**config.mk**
```make
export PLATFORM = sky130hd
export DESIGN_NAME = fir_mac
export DESIGN_NICKNAME = d
export VERILOG_FILES = /design/src/rtl/fir_pkg.sv /design/src/rtl/fir_sat.sv /design/src/rtl/fir_mac.sv
export SDC_FILE = /design/constraint.sdc
export NUM_CORES = 1
export LEC_CHECK = 0
export BUFFER_PORTS_ARGS = -buffer_cell sky130_fd_sc_hd__buf_2
export CORE_UTILIZATION = 29
export CTS_BUF_LIST = sky130_fd_sc_hd__clkbuf_4
export DETAILED_ROUTE_END_ITERATION = 7
export HOLD_SLACK_MARGIN = 0.08
export RECOVER_POWER = 50
export SYNTH_ARGS = -nofsm -noshare
export SYNTH_HDL_FRONTEND = slang
export SYNTH_SLANG_ARGS = --single-unit
```
**constraint.sdc**
```tcl
create_clock -name clk -period 13.4 [get_ports clk]
set_input_delay 0.67 -clock clk [delete_from_list [all_inputs] [get_ports clk]]
set_output_delay 0.67 -clock clk [all_outputs]
set_load 0.005 [all_outputs]
```
**src/rtl/fir_pkg.sv**
```systemverilog
// Shared parameters, FSM state type and slot-index helper for the FIR MAC stage.
package fir_pkg;

  localparam int N_TAPS_DEF = 5;
  localparam int DW_DEF     = 8;
  localparam int CW_DEF     = 8;
  localparam int ACC_W_DEF  = 19;
  localparam int SHIFT_DEF  = 7;
  localparam int IDX_W      = 3;

  typedef enum logic [1:0] {
    IDLE = 2'd0,
    MAC  = 2'd1,
    DONE = 2'd2
  } state_t;

  // Slot holding x[n-k]: head is first folded into 0..n-1, then (h - k) wraps by +n.
  // Mod-2^IDX_W arithmetic is exact here because every final result is below n.
  function automatic logic [IDX_W-1:0] slot_idx(input logic [IDX_W-1:0] head,
                                                input logic [IDX_W-1:0] k,
                                                input logic [IDX_W-1:0] n);
    logic [IDX_W-1:0] h;
    h = (head >= n) ? head - n : head;
    return (h >= k) ? h - k : h + n - k;
  endfunction

endpackage

```
**src/rtl/fir_sat.sv**
```systemverilog
// Combinational arithmetic right shift followed by clamp to the signed DW range.
module fir_sat #(
  parameter int ACC_W = 19,
  parameter int DW    = 8,
  parameter int SHIFT = 7
) (
  input  logic signed [ACC_W-1:0] i_acc,
  output logic signed [DW-1:0]    o_sat
);

  localparam logic signed [ACC_W-1:0] SAT_MAX = ACC_W'((2 ** (DW - 1)) - 1);
  localparam logic signed [ACC_W-1:0] SAT_MIN = ACC_W'(-(2 ** (DW - 1)));

  logic signed [ACC_W-1:0] w_sh;

  assign w_sh = i_acc >>> SHIFT;

  always_comb begin
    o_sat = w_sh[DW-1:0];
    if (w_sh > SAT_MAX) begin
      o_sat = SAT_MAX[DW-1:0];
    end else if (w_sh < SAT_MIN) begin
      o_sat = SAT_MIN[DW-1:0];
    end
  end

endmodule

```
**src/rtl/fir_mac.sv**
```systemverilog
// Serial one-tap-per-cycle multiply-accumulate over a snapshotted sample window,
// with a staging coefficient bank committed at each window acceptance.
module fir_mac
  import fir_pkg::*;
#(
  parameter int N_TAPS = N_TAPS_DEF,
  parameter int DW     = DW_DEF,
  parameter int CW     = CW_DEF,
  parameter int ACC_W  = ACC_W_DEF,
  parameter int SHIFT  = SHIFT_DEF
) (
  input  logic                    clk,
  input  logic                    rst_n,
  input  logic [N_TAPS*DW-1:0]    i_taps_in,
  input  logic [IDX_W-1:0]        i_head,
  input  logic                    i_in_valid,
  output logic                    o_in_ready,
  input  logic                    i_coef_we,
  input  logic [IDX_W-1:0]        i_coef_addr,
  input  logic [CW-1:0]           i_coef_wdata,
  output logic signed [ACC_W-1:0] o_y,
  output logic signed [DW-1:0]    o_y_sat,
  output logic                    o_out_valid,
  input  logic                    i_out_ready,
  output logic                    o_busy
);

  localparam logic [IDX_W-1:0] N_IDX  = IDX_W'(N_TAPS);
  localparam logic [IDX_W-1:0] K_LAST = IDX_W'(N_TAPS - 1);

  state_t                  r_state;
  logic                    r_in_ready;
  logic                    r_out_valid;
  logic                    r_busy;
  logic signed [ACC_W-1:0] r_y;
  logic signed [DW-1:0]    r_y_sat;
  logic signed [ACC_W-1:0] r_acc;
  logic [IDX_W-1:0]        r_k;
  logic [IDX_W-1:0]        r_head;
  logic signed [DW-1:0]    r_taps     [N_TAPS];
  logic signed [CW-1:0]    r_coef_stg [N_TAPS];
  logic signed [CW-1:0]    r_coef_act [N_TAPS];

  logic [IDX_W-1:0]        w_slot;
  logic signed [DW-1:0]    w_x;
  logic signed [CW-1:0]    w_c;
  logic signed [DW+CW-1:0] w_prod;
  logic signed [ACC_W-1:0] w_prod_ext;
  logic signed [ACC_W-1:0] w_acc_nxt;
  logic signed [DW-1:0]    w_sat;

  assign w_slot     = slot_idx(r_head, r_k, N_IDX);
  assign w_x        = r_taps[w_slot];
  assign w_c        = r_coef_act[r_k];
  assign w_prod     = w_x * w_c;
  assign w_prod_ext = {{(ACC_W-DW-CW){w_prod[DW+CW-1]}}, w_prod};
  assign w_acc_nxt  = r_acc + w_prod_ext;

  fir_sat #(
    .ACC_W (ACC_W),
    .DW    (DW),
    .SHIFT (SHIFT)
  ) u_sat (
    .i_acc (w_acc_nxt),
    .o_sat (w_sat)
  );

  // Staging bank is written freely; the active bank only changes on acceptance.
  always_ff @(posedge clk or negedge rst_n) begin
    if (!rst_n) begin
      for (int i = 0; i < N_TAPS; i++) r_coef_stg[i] <= '0;
    end else if (i_coef_we && (i_coef_addr < N_IDX)) begin
      r_coef_stg[i_coef_addr] <= i_coef_wdata;
    end
  end

  always_ff @(posedge clk or negedge rst_n) begin
    if (!rst_n) begin
      r_state     <= IDLE;
      r_in_ready  <= 1'b1;
      r_out_valid <= 1'b0;
      r_busy      <= 1'b0;
      r_y         <= '0;
      r_y_sat     <= '0;
      r_acc       <= '0;
      r_k         <= '0;
      r_head      <= '0;
      for (int i = 0; i < N_TAPS; i++) begin
        r_taps[i]     <= '0;
        r_coef_act[i] <= '0;
      end
    end else begin
      case (r_state)
        IDLE: begin
          if (i_in_valid) begin
            for (int i = 0; i < N_TAPS; i++) r_taps[i] <= i_taps_in[i*DW +: DW];
            r_head     <= i_head;
            r_coef_act <= r_coef_stg;
            r_acc      <= '0;
            r_k        <= '0;
            r_in_ready <= 1'b0;
            r_busy     <= 1'b1;
            r_state    <= MAC;
          end
        end
        MAC: begin
          r_acc <= w_acc_nxt;
          r_k   <= r_k + 1'b1;
          if (r_k == K_LAST) begin
            r_y         <= w_acc_nxt;
            r_y_sat     <= w_sat;
            r_out_valid <= 1'b1;
            r_state     <= DONE;
          end
        end
        DONE: begin
          if (i_out_ready) begin
            r_out_valid <= 1'b0;
            r_busy      <= 1'b0;
            r_in_ready  <= 1'b1;
            r_state     <= IDLE;
          end
        end
        default: begin
          r_state <= IDLE;
        end
      endcase
    end
  end

  assign o_in_ready  = r_in_ready;
  assign o_out_valid = r_out_valid;
  assign o_busy      = r_busy;
  assign o_y         = r_y;
  assign o_y_sat     = r_y_sat;

endmodule

```
After elaboration in Yosys (flattened, before gate mapping)
Index checks and enable logic that the tools add are counted.

Flip-flop bits (word level): 177. Output and inout bits: 30. Logic and storage cells: 90.

$add $sub $neg: 6. Multiply operators: 1. Magnitude comparators: 9. Equality and inequality tests: 6. Muxes and demuxes: 29. Bitwise operators: 3. Reduce and logical (&&, ||, !) cells: 12.

Operators by type and width (count): 2-to-1 mux 8 bit (7); binary-select mux 8 bit (select 3 bit) (2); bitwise mux 40 bit (1); case mux 19 bit (2 select lines) (1); demux 8 bit (select 3 bit) (1); adder 19 x 16 -> 19 bit (1); 2-to-1 mux 19 bit (1); multiplier 8 x 8 -> 16 bit (1); >= comparator 4 bit, second input constant (3); > comparator 12 x 8 -> 1 bit, second input constant (1); less-than comparator 12 x 8 -> 1 bit, second input constant (1); NOT 3 -> 4 bit (3); 2-to-1 mux 3 bit (3); AND reduction 3 bit (3); 2-to-1 mux 2 bit (3); != test 2 bit, second input constant (3); case mux 1 bit (2 select lines) (3); case mux 2 bit (3 select lines) (1); case mux 3 bit (2 select lines) (1); AND reduction 2 bit (3); nonzero test 2 bit (3); subtractor 3 bit (2); 2-to-1 mux 1 bit (5); less-than comparator 4 x 1 -> 1 bit, second input constant (1); 11 further kinds (12).

Depth between registers and ports, before layout
Gate-level depths: netlist (run 1).

Depth in word-level cells: 14. Mapped depth: 32.

By module
A second synthesis (run 1) with hierarchy kept.

Cells, all modules: 1166. Area, all modules: 11556.1 µm².

By module, submodules not included: fir_mac (times used 1, cells an instance 1137, area each 11345.9 µm²); fir_sat (times used 1, cells an instance 29, area each 210.2 µm²).

Worst setup path after synthesis (run 1)
Ideal clock, no wire load.

Path kind: reg2reg. Start point: register r_k[0]. End point: register r_y_sat[4] (netlist: o_y_sat[4]). Library setup time: 0.104 ns. Arrival: 9.081 ns. Required time: 13.296 ns. Slack: 4.216 ns. Cell stages (with the launch flop): 27. Path through: dfrtp_1 > buf_1 > inv_1 > ha_1 > nand2b_1 > a21o_1 > a21oi_2 > mux2i_1 > xor2_1 > clkbuf_1 > nand3_1 > a21boi_0 > fa_1 > inv_1 > fa_1 > inv_1 > fa_1 > fa_1 > ha_1 > ha_1 > a21o_1 > a2111o_1 > o211ai_2 > a21boi_1 > or2_1 > o41a_4 > o311ai_1.

Word-level cells in the longest chain between the ends: 11.

Ends and longest elaborated chain: start: declaration (RTL line fir_mac.sv:38) `logic [IDX_W-1:0] r_k;`; start signal: assignment (RTL line fir_mac.sv:108) `r_k <= r_k + 1'b1;`; subtractor 3 bit or >= comparator 3 bit (tied branches) (RTL line fir_pkg.sv:24) `return (h >= k) ? h - k : h + n - k;`; 2-to-1 mux 3 bit (RTL line fir_pkg.sv:24); NOT 3 -> 4 bit (implied by the code) (RTL line fir_mac.sv:53) `assign w_x = r_taps[w_slot];`; binary-select mux 8 bit (select 3 bit) (RTL line fir_mac.sv:53); 2-to-1 mux 8 bit (implied by the code) (2 in series) (RTL line fir_mac.sv:53); multiplier 8 x 8 -> 16 bit (RTL line fir_mac.sv:55) `assign w_prod = w_x * w_c;`; adder 19 x 16 -> 19 bit (RTL line fir_mac.sv:57) `assign w_acc_nxt = r_acc + w_prod_ext;`; less-than comparator 12 x 8 -> 1 bit (RTL line fir_sat.sv:22) `end else if (w_sh < SAT_MIN) begin`; 2-to-1 mux 8 bit (RTL line fir_sat.sv:22); 2-to-1 mux 8 bit (RTL line fir_sat.sv:20) `if (w_sh > SAT_MAX) begin`; end signal: assignment (RTL line fir_mac.sv:111) `r_y_sat <= w_sat;`; end: declaration (RTL line fir_mac.sv:36) `logic signed [DW-1:0] r_y_sat;`.

Parallel ways exist; a longest one is shown, timed or not. The select of a mux whose other input is x is not followed. A chain may end at the register's enable or synchronous reset.

Worst setup path in the final report (run 1)
Start point: register r_head[1]. End point: register r_y_sat[6] (netlist: o_y_sat[6]).

Word-level cells in the longest chain between the ends: 14.

Ends and longest elaborated chain: start: declaration (RTL line fir_mac.sv:39) `logic [IDX_W-1:0] r_head;`; start signal: assignment (RTL line fir_mac.sv:97) `r_head <= i_head;`; subtractor 3 bit or >= comparator 3 bit (tied branches) (RTL line fir_pkg.sv:23) `h = (head >= n) ? head - n : head;`; 2-to-1 mux 3 bit (*) (RTL line fir_pkg.sv:23); adder 3 bit (RTL line fir_pkg.sv:24); subtractor 3 bit (RTL line fir_pkg.sv:24); 2-to-1 mux 3 bit (*) (RTL line fir_pkg.sv:24); NOT 3 -> 4 bit (implied by the code) (*) (RTL line fir_mac.sv:53); binary-select mux 8 bit (select 3 bit) (*) (RTL line fir_mac.sv:53); 2-to-1 mux 8 bit (implied by the code) (*) (2 in series) (RTL line fir_mac.sv:53); multiplier 8 x 8 -> 16 bit (*) (RTL line fir_mac.sv:55); adder 19 x 16 -> 19 bit (*) (RTL line fir_mac.sv:57); less-than comparator 12 x 8 -> 1 bit (RTL line fir_sat.sv:22); 2-to-1 mux 8 bit (RTL line fir_sat.sv:22); 2-to-1 mux 8 bit (*) (RTL line fir_sat.sv:20).

Every way passes the cells marked *; elsewhere a longest branch is shown, timed or not. The select of a mux whose other input is x is not followed.

==> impl_metrics.yaml, run 1 <==
placement:
  place.gp.congestion: 0.8716
  post-dp-hpwl_um: 19430
  dp_slack_ns: 4.569
  port_buffers: 88
synth:
  ys_async_sr_fraction: 1.000
  ys_ff_latch: 177
  syn-cell-area_sq_um: 11120
  yosys_warnings: 0
  synth-edff-count: 0
  ys_seq_area_frac: 0.3985
  synth_fp_nets: 1283
  synth.distinct_cells: 63
  syn_avg_cell_area_sq_um: 10.25
  synth_ff_type: "dfrtp_1"
  netlist_instances: 1085
clock_network:
  cts-root-buf: "clkbuf_4"
  clock-sinks: 177
  cts_resized: 0
  path_clk_slew_ns: 0.18
  clk_latency_ns: 0.60
  postCtsSetupBuffers: 0
  cts_buffer_depth: 2
  cts_buffers: 17
  ctsHoldBuffers: 0
  cts_tree: "built"
  htree_levels: 4
detailed_routing:
  dr.pass1.iters: 5
  viasPerCell: 4.568
  initialDrtViolationCount: 487
  post-route-drc-count: 0
  routed_wl_um: 25780
  ant_nets: 0
  dr_total_vias: 7720
  wl_per_cell_um: 15.25
timing:
  setup_tns_ns: 0
  final-hold-violation-count: 0
  relSlewSlack: -2.463
  finalCritPeriodShare: 0.6604
  fin_ws_ns: 4.551
  finalSetupViolations: 0
  worst_slew_pin_slew_ns: 5.194
  min_period_ns: 8.849
  finClkSkew_ns: 0.02482
  max_freq_ghz: 0.1130
  drv_slew: 274
  rsz0062_at_grt: "no"
global_route:
  grt_use_total: 0.1367
  antenna_found_initial: 1
  grt_pass1_wl_um: 41700
  grt-ovfl-total: 0
  grt_pass1_vias: 7908
  grt_max_degree: 98
worst_hold_path:
  hold_path.class: "in2reg"
layout:
  syn2layout_area_growth_pct: 11.12
  drive_gt1_frac: 0.1562
  final_nets: 1364
floorplan:
  die_y_um: 197.8
  rows: 71
  die_area_sq_um: 39120
  coreArea_sq_um: 37670
  io_pins: 89
  fp.dieW_um: 197.8
  start_util: 0.2951
status:
  outcome: "finished with violations"
  failed_checks: "max-capacitance violations, max-slew violations"
setup_path:
  startpoint_type: "flop"
  cp-end-kind: "flop"
  ff2ff_setup_slack_ns: 4.55
  arrival_ns: 9.35
  path_class: "reg2reg"
  path_max_fanout: 15
  critical_path_required_ns: 13.90
job:
  maxCapViolCount: 3
==> layer usage <==
layer,share of wire,GRT usage,vias up,wire (um)
met3,0.029,0.02351,29,741
met2,0.49,0.2270,133,12710
li1,-,-,3733,-
met4,0.018,0.03962,0,458
met5,0,0,-,0
met1,0.46,0.1821,3825,11870
==> sequential cells by signal, indices dropped and copies added (netlist names) <==
signal,flops
r_coef_stg,40
o_in_ready,1
r_head,3
o_out_valid,1
r_taps,40
r_acc,19
o_y,19
r_k,3
o_busy,1
o_y_sat,8
r_state,2
r_coef_act,40
==> metrics by stage <==
stage,hold slack (ns),cells,instance area [sq um],util
floorplan,0.3744,1085,11120,-
global placement,0.4487,1658,12130,0.3222
detailed placement,0.4475,1658,12130,0.3222
CTS,0.1197,1689,12410,0.3296
global route,0.1818,1690,12350,0.3280
finish,0.2333,1690,12350,0.3280
==> cell type report <==
class	count	area, sq um
sequential	177	4431
antenna	1	2.502
clock inverter	13	143.9
timing repair buffer	99	466.7
tap	511	639.4
clock buffer	18	135.1
inverter	106	397.9
fill	3938	25310
multi-input combinational	765	6137
==> cell usage in the layout, fill, tap and decap left out, types with 9 or more instances in the layout <==
cell	count
fa_1	86
ha_1	53
nand3_1	26
dfrtp_1	176
a21o_1	14
nand2_1	298
o21ai_0	47
xnor2_1	16
a21oi_1	46
mux2_2	46
clkbuf_4	18
mux4_2	16
buf_2	61
and3_1	9
clkbuf_1	33
inv_1	106
nor3_1	13
==> Yosys cell counts, types with 2 or more instances <==
library cell	n	area (sq um)
nor3_1	13	65.06
mux2_2	46	518.0
or2_2	3	18.77
and3_1	9	56.30
nand2b_1	6	37.54
buf_1	6	22.52
mux2i_1	3	30.03
clkbuf_1	27	101.4
o21a_1	2	15.01
inv_1	106	397.9
and2_1	7	43.79
mux4_2	16	360.4
nand2_1	298	1119
o311ai_2	2	32.53
xor2_1	7	61.31
a21boi_0	5	37.54
o211ai_1	2	15.01
dfrtp_1	176	4404
o31ai_1	6	45.04
nor2_1	7	26.28
or3_1	2	12.51
ha_1	53	663.1
a22o_1	2	17.52
o311ai_1	5	43.79
nor3b_1	3	22.52
a21o_1	14	105.1
o21ai_0	47	235.2
nor2b_1	2	12.51
fa_1	86	1722
xnor2_1	16	140.1
a22oi_1	6	45.04
nand3_1	26	130.1
a21oi_1	46	230.2
==> critical path, stage by stage (launching register included) <==
cell and delay [ns]:
dfrtp_1 0.41, inv_1 0.09, ha_1 0.21, o21ai_0 0.20, xnor2_1 0.18, ha_1 0.31
nand2b_1 0.16, a21o_1 0.18, a21oi_2 0.26, mux2i_1 0.33, xor2_1 0.67, nand3_1 0.43
a21oi_1 0.50, fa_1 0.54, fa_1 0.65, inv_1 0.12, fa_1 0.54, inv_1 0.05
fa_1 0.47, ha_1 0.31, ha_1 0.36, o21ai_0 0.15, or2b_2 0.32, mux2i_1 0.13
a311o_2 0.40, o41a_4 0.54, o311ai_1 0.24
==> path summary, 6_finish.rpt <==
path	from	to	cells past startpoint
setup / recovery	r_head[1]	o_y_sat[6]	26
hold / removal	i_taps_in[21]	r_taps[21]	3
setup reg to reg	r_head[1]	o_y_sat[6]	26
hold reg to reg	r_coef_stg[39]	r_coef_act[39]	2
max in group asynchronous	rst_n	r_taps[34]	2
min in group asynchronous	rst_n	o_y_sat[7]	1
==> cells by family after synthesis <==
logic type      synth area share
simple gates              0.1456
flops                     0.3985
compound gates           0.08970
buf+inv                  0.05031
fa+ha+maj                 0.2145
mux                      0.08171
xor+xnor                 0.01958
Power of run 1 is not shown: default switching activity piles up to over one toggle a cycle in this logic, so the estimate is an artifact.
==> inputs of run 2 (changes only) <==
- ABC_AREA: unset -> 1
- clock period: 13.4 -> 8.6 ns (I/O delays scaled with it)
==> run 2 against run 1 <==
Against the previous run: the run still ends with max-capacitance violations, max-slew violations left; clock-buffer cell count shrank 1; design area grew 7.1%; sequential share of layout area decreased by 2.4 points; cell count rose by 21%; die area rose by 2.6%; setup slack got worse by 3.7 ns; global-route usage grew 1.3 points; area after synthesis is 2.6% higher.
==> impl_metrics.yaml, run 2 <==
clock_network:
  postCtsSetupBuffers: 0
  clock-sinks: 177
  htree_levels: 4
  cts_tree: "built"
  cts_buffer_depth: 2
  path_clk_slew_ns: 0.21
  cts_buffers: 17
  clk_latency_ns: 0.62
  cts-root-buf: "clkbuf_4"
global_route:
  grt_use_total: 0.1494
  antenna_found_initial: 1
  grt_pass1_wl_um: 48110
  grt-ovfl-total: 0
  grt_pass1_vias: 9355
  grt_max_degree: 90
job:
  maxCapViolCount: 3
synth:
  netlist_instances: 1380
  synth_top_family_by_area: "simple AND/OR/NAND/NOR gates"
  synth_fp_nets: 1578
  synthAdderAreaFrac: 0.2091
  synth-edff-count: 0
  synth_compound_area_frac: 0.08020
  yosys_warnings: 0
  yosys.area.top_type: "dfrtp_1"
  ys_seq_area_frac: 0.3885
  synth_area_leaders: "dfrtp_1, nand2_1, fa_1"
  ys_ff_latch: 177
  synth-xor-area-share: 0.01613
  synth_ff_type: "dfrtp_1"
  synth.distinct_cells: 40
  ys_async_sr_fraction: 1.000
  ys_top_cells_by_count: "nand2_1, inv_1, dfrtp_1"
  syn-cell-area_sq_um: 11400
  syn_avg_cell_area_sq_um: 8.264
  synth_top_area_frac: 0.3862
  yosys.area_share.simple: 0.2176
  synth_most_common_cell: "nand2_1"
  post_synth_mux_area_share: 0
placement:
  port_buffers: 88
  place.gp.congestion: 0.8634
  post-dp-hpwl_um: 21170
detailed_routing:
  post-route-drc-count: 0
  initialDrtViolationCount: 429
  dr_total_vias: 9028
  ant_nets: 0
  routed_wl_um: 28460
  wl_per_cell_um: 13.96
  dr.pass1.iters: 5
  viasPerCell: 4.430
timing:
  worst_slew_pin_slew_ns: 4.442
  setup_tns_ns: 0
  finalSetupViolations: 0
  final-hold-violation-count: 0
  relSlewSlack: -1.962
  min_period_ns: 7.744
  drv_slew: 185
  finClkSkew_ns: 0.03766
  max_freq_ghz: 0.1291
  rsz0062_at_grt: "no"
  finalCritPeriodShare: 0.9004
setup_path:
  critPathCapture: "o_y_sat[3]"
  path_max_fanout: 18
  cp_common_cell: "nand2_1"
  rr_endpoint: "o_y_sat[3]"
  ff2ff_setup_slack_ns: 0.86
  path_class: "reg2reg"
  cp-startpoint: "r_head[1]"
  reg2regPathDepth: 34
  arrival_ns: 8.27
  r2r-start: "r_head[1]"
  critical_path_required_ns: 9.13
  startpoint_type: "flop"
  crit_slowest_cell: "fa_1"
  cp-end-kind: "flop"
  max_stage_delay_ns: 0.62
layout:
  final_cell_mix: "nand2_1, inv_1, dfrtp_1"
  drive_gt1_frac: 0.09743
  top_regs: "r_coef_act: 40 flops, r_coef_stg: 40 flops, r_taps: 40 flops"
  final_nets: 1704
  layout_commonest_cell: "nand2_1"
  syn2layout_area_growth_pct: 15.98
floorplan:
  die_area_sq_um: 40120
  fp.dieW_um: 200.3
  rows: 72
  io_pins: 89
  coreArea_sq_um: 38740
  start_util: 0.2944
  die_y_um: 200.3
status:
  failed_checks: "max-capacitance violations, max-slew violations"
  outcome: "finished with violations"
worst_hold_path:
  hold_path.class: "in2reg"
## run 2: cells by family (layout without fill, tap and decap cells)
| group | after synthesis | in the layout |
|---|---|---|
| xor+xnor | 18 | 18 |
| other cells | 0 | 1 |
| flops | 177 | 177 |
| compound gates | 166 | 166 |
| fa+ha+maj | 139 | 139 |
| buf+inv | 261 | 400 |
| simple gates | 619 | 619 |
## run 2: through the flow
step	hold WS (ns)	instances	instance area (sq um)	util	setup slack, ns
2_1_floorplan	0.1344	1380	11400	-	1.418
3_3_place_gp	0.3850	1958	12420	0.3207	0.9122
3_5_place_dp	0.3920	1958	12420	0.3207	0.7005
4_1_cts	0.08210	2037	13240	0.3419	0.6586
5_1_grt	0.08376	2038	13230	0.3415	0.04848
6_report	0.1292	2038	13230	0.3415	0.8563
## run 2: final cells by class
| type | count | area [sq um] |
|---|---|---|
| Timing Repair Buffer | 149 | 996.0 |
| Clock buffer | 17 | 127.6 |
| Antenna cell | 1 | 2.502 |
| Multi-Input combinational cell | 942 | 5976 |
| Fill cell | 4089 | 25510 |
| Clock inverter | 15 | 222.7 |
| Inverter | 219 | 824.5 |
| Tap cell | 518 | 648.1 |
| Sequential cell | 177 | 4431 |
## run 2: worst min-delay path by stage
| stage | startpoint | endpoint | slack (ns) | depth (start not counted) |
|---|---|---|---|---|
| after global routing | i_coef_wdata[5] | r_coef_stg[5] | 0.08 | 3 |
| final | i_coef_wdata[5] | r_coef_stg[5] | 0.13 | 3 |
| after CTS | i_coef_wdata[5] | r_coef_stg[5] | 0.08 | 3 |
| after floorplan | rst_n | o_busy | 0.13 | 0 |
| after detailed placement | rst_n | r_state[1] | 0.39 | 1 |
| after global placement | rst_n | o_out_valid | 0.39 | 1 |
## run 2: metal layers
| metal | track usage | share of wire |
|---|---|---|
| met2 | 0.2603 | 0.50 |
| met5 | 0 | 0 |
| met3 | 0.02034 | 0.029 |
| met1 | 0.1936 | 0.45 |
| met4 | 0.04035 | 0.015 |
## run 2: worst max-delay path, delay by kind of cell (launching register included)
family                     cells  cell delay [ns]
DFF                            1             0.41
xor gates and xnor gates       2             0.60
and+or+nand+nor               16             2.00
adders and majority gates      8             3.65
AOI/OAI and AO/OA              2             0.53
buffers and inverters          6             0.49
## run 2: timing repair
action	4_1_cts	5_1_grt
hold buffers	47	0
gates resized for setup	0	1
endpoints found under the hold margin	94	0
endpoints found under the setup margin	0	7
Power of run 2 is left out for the same reason.
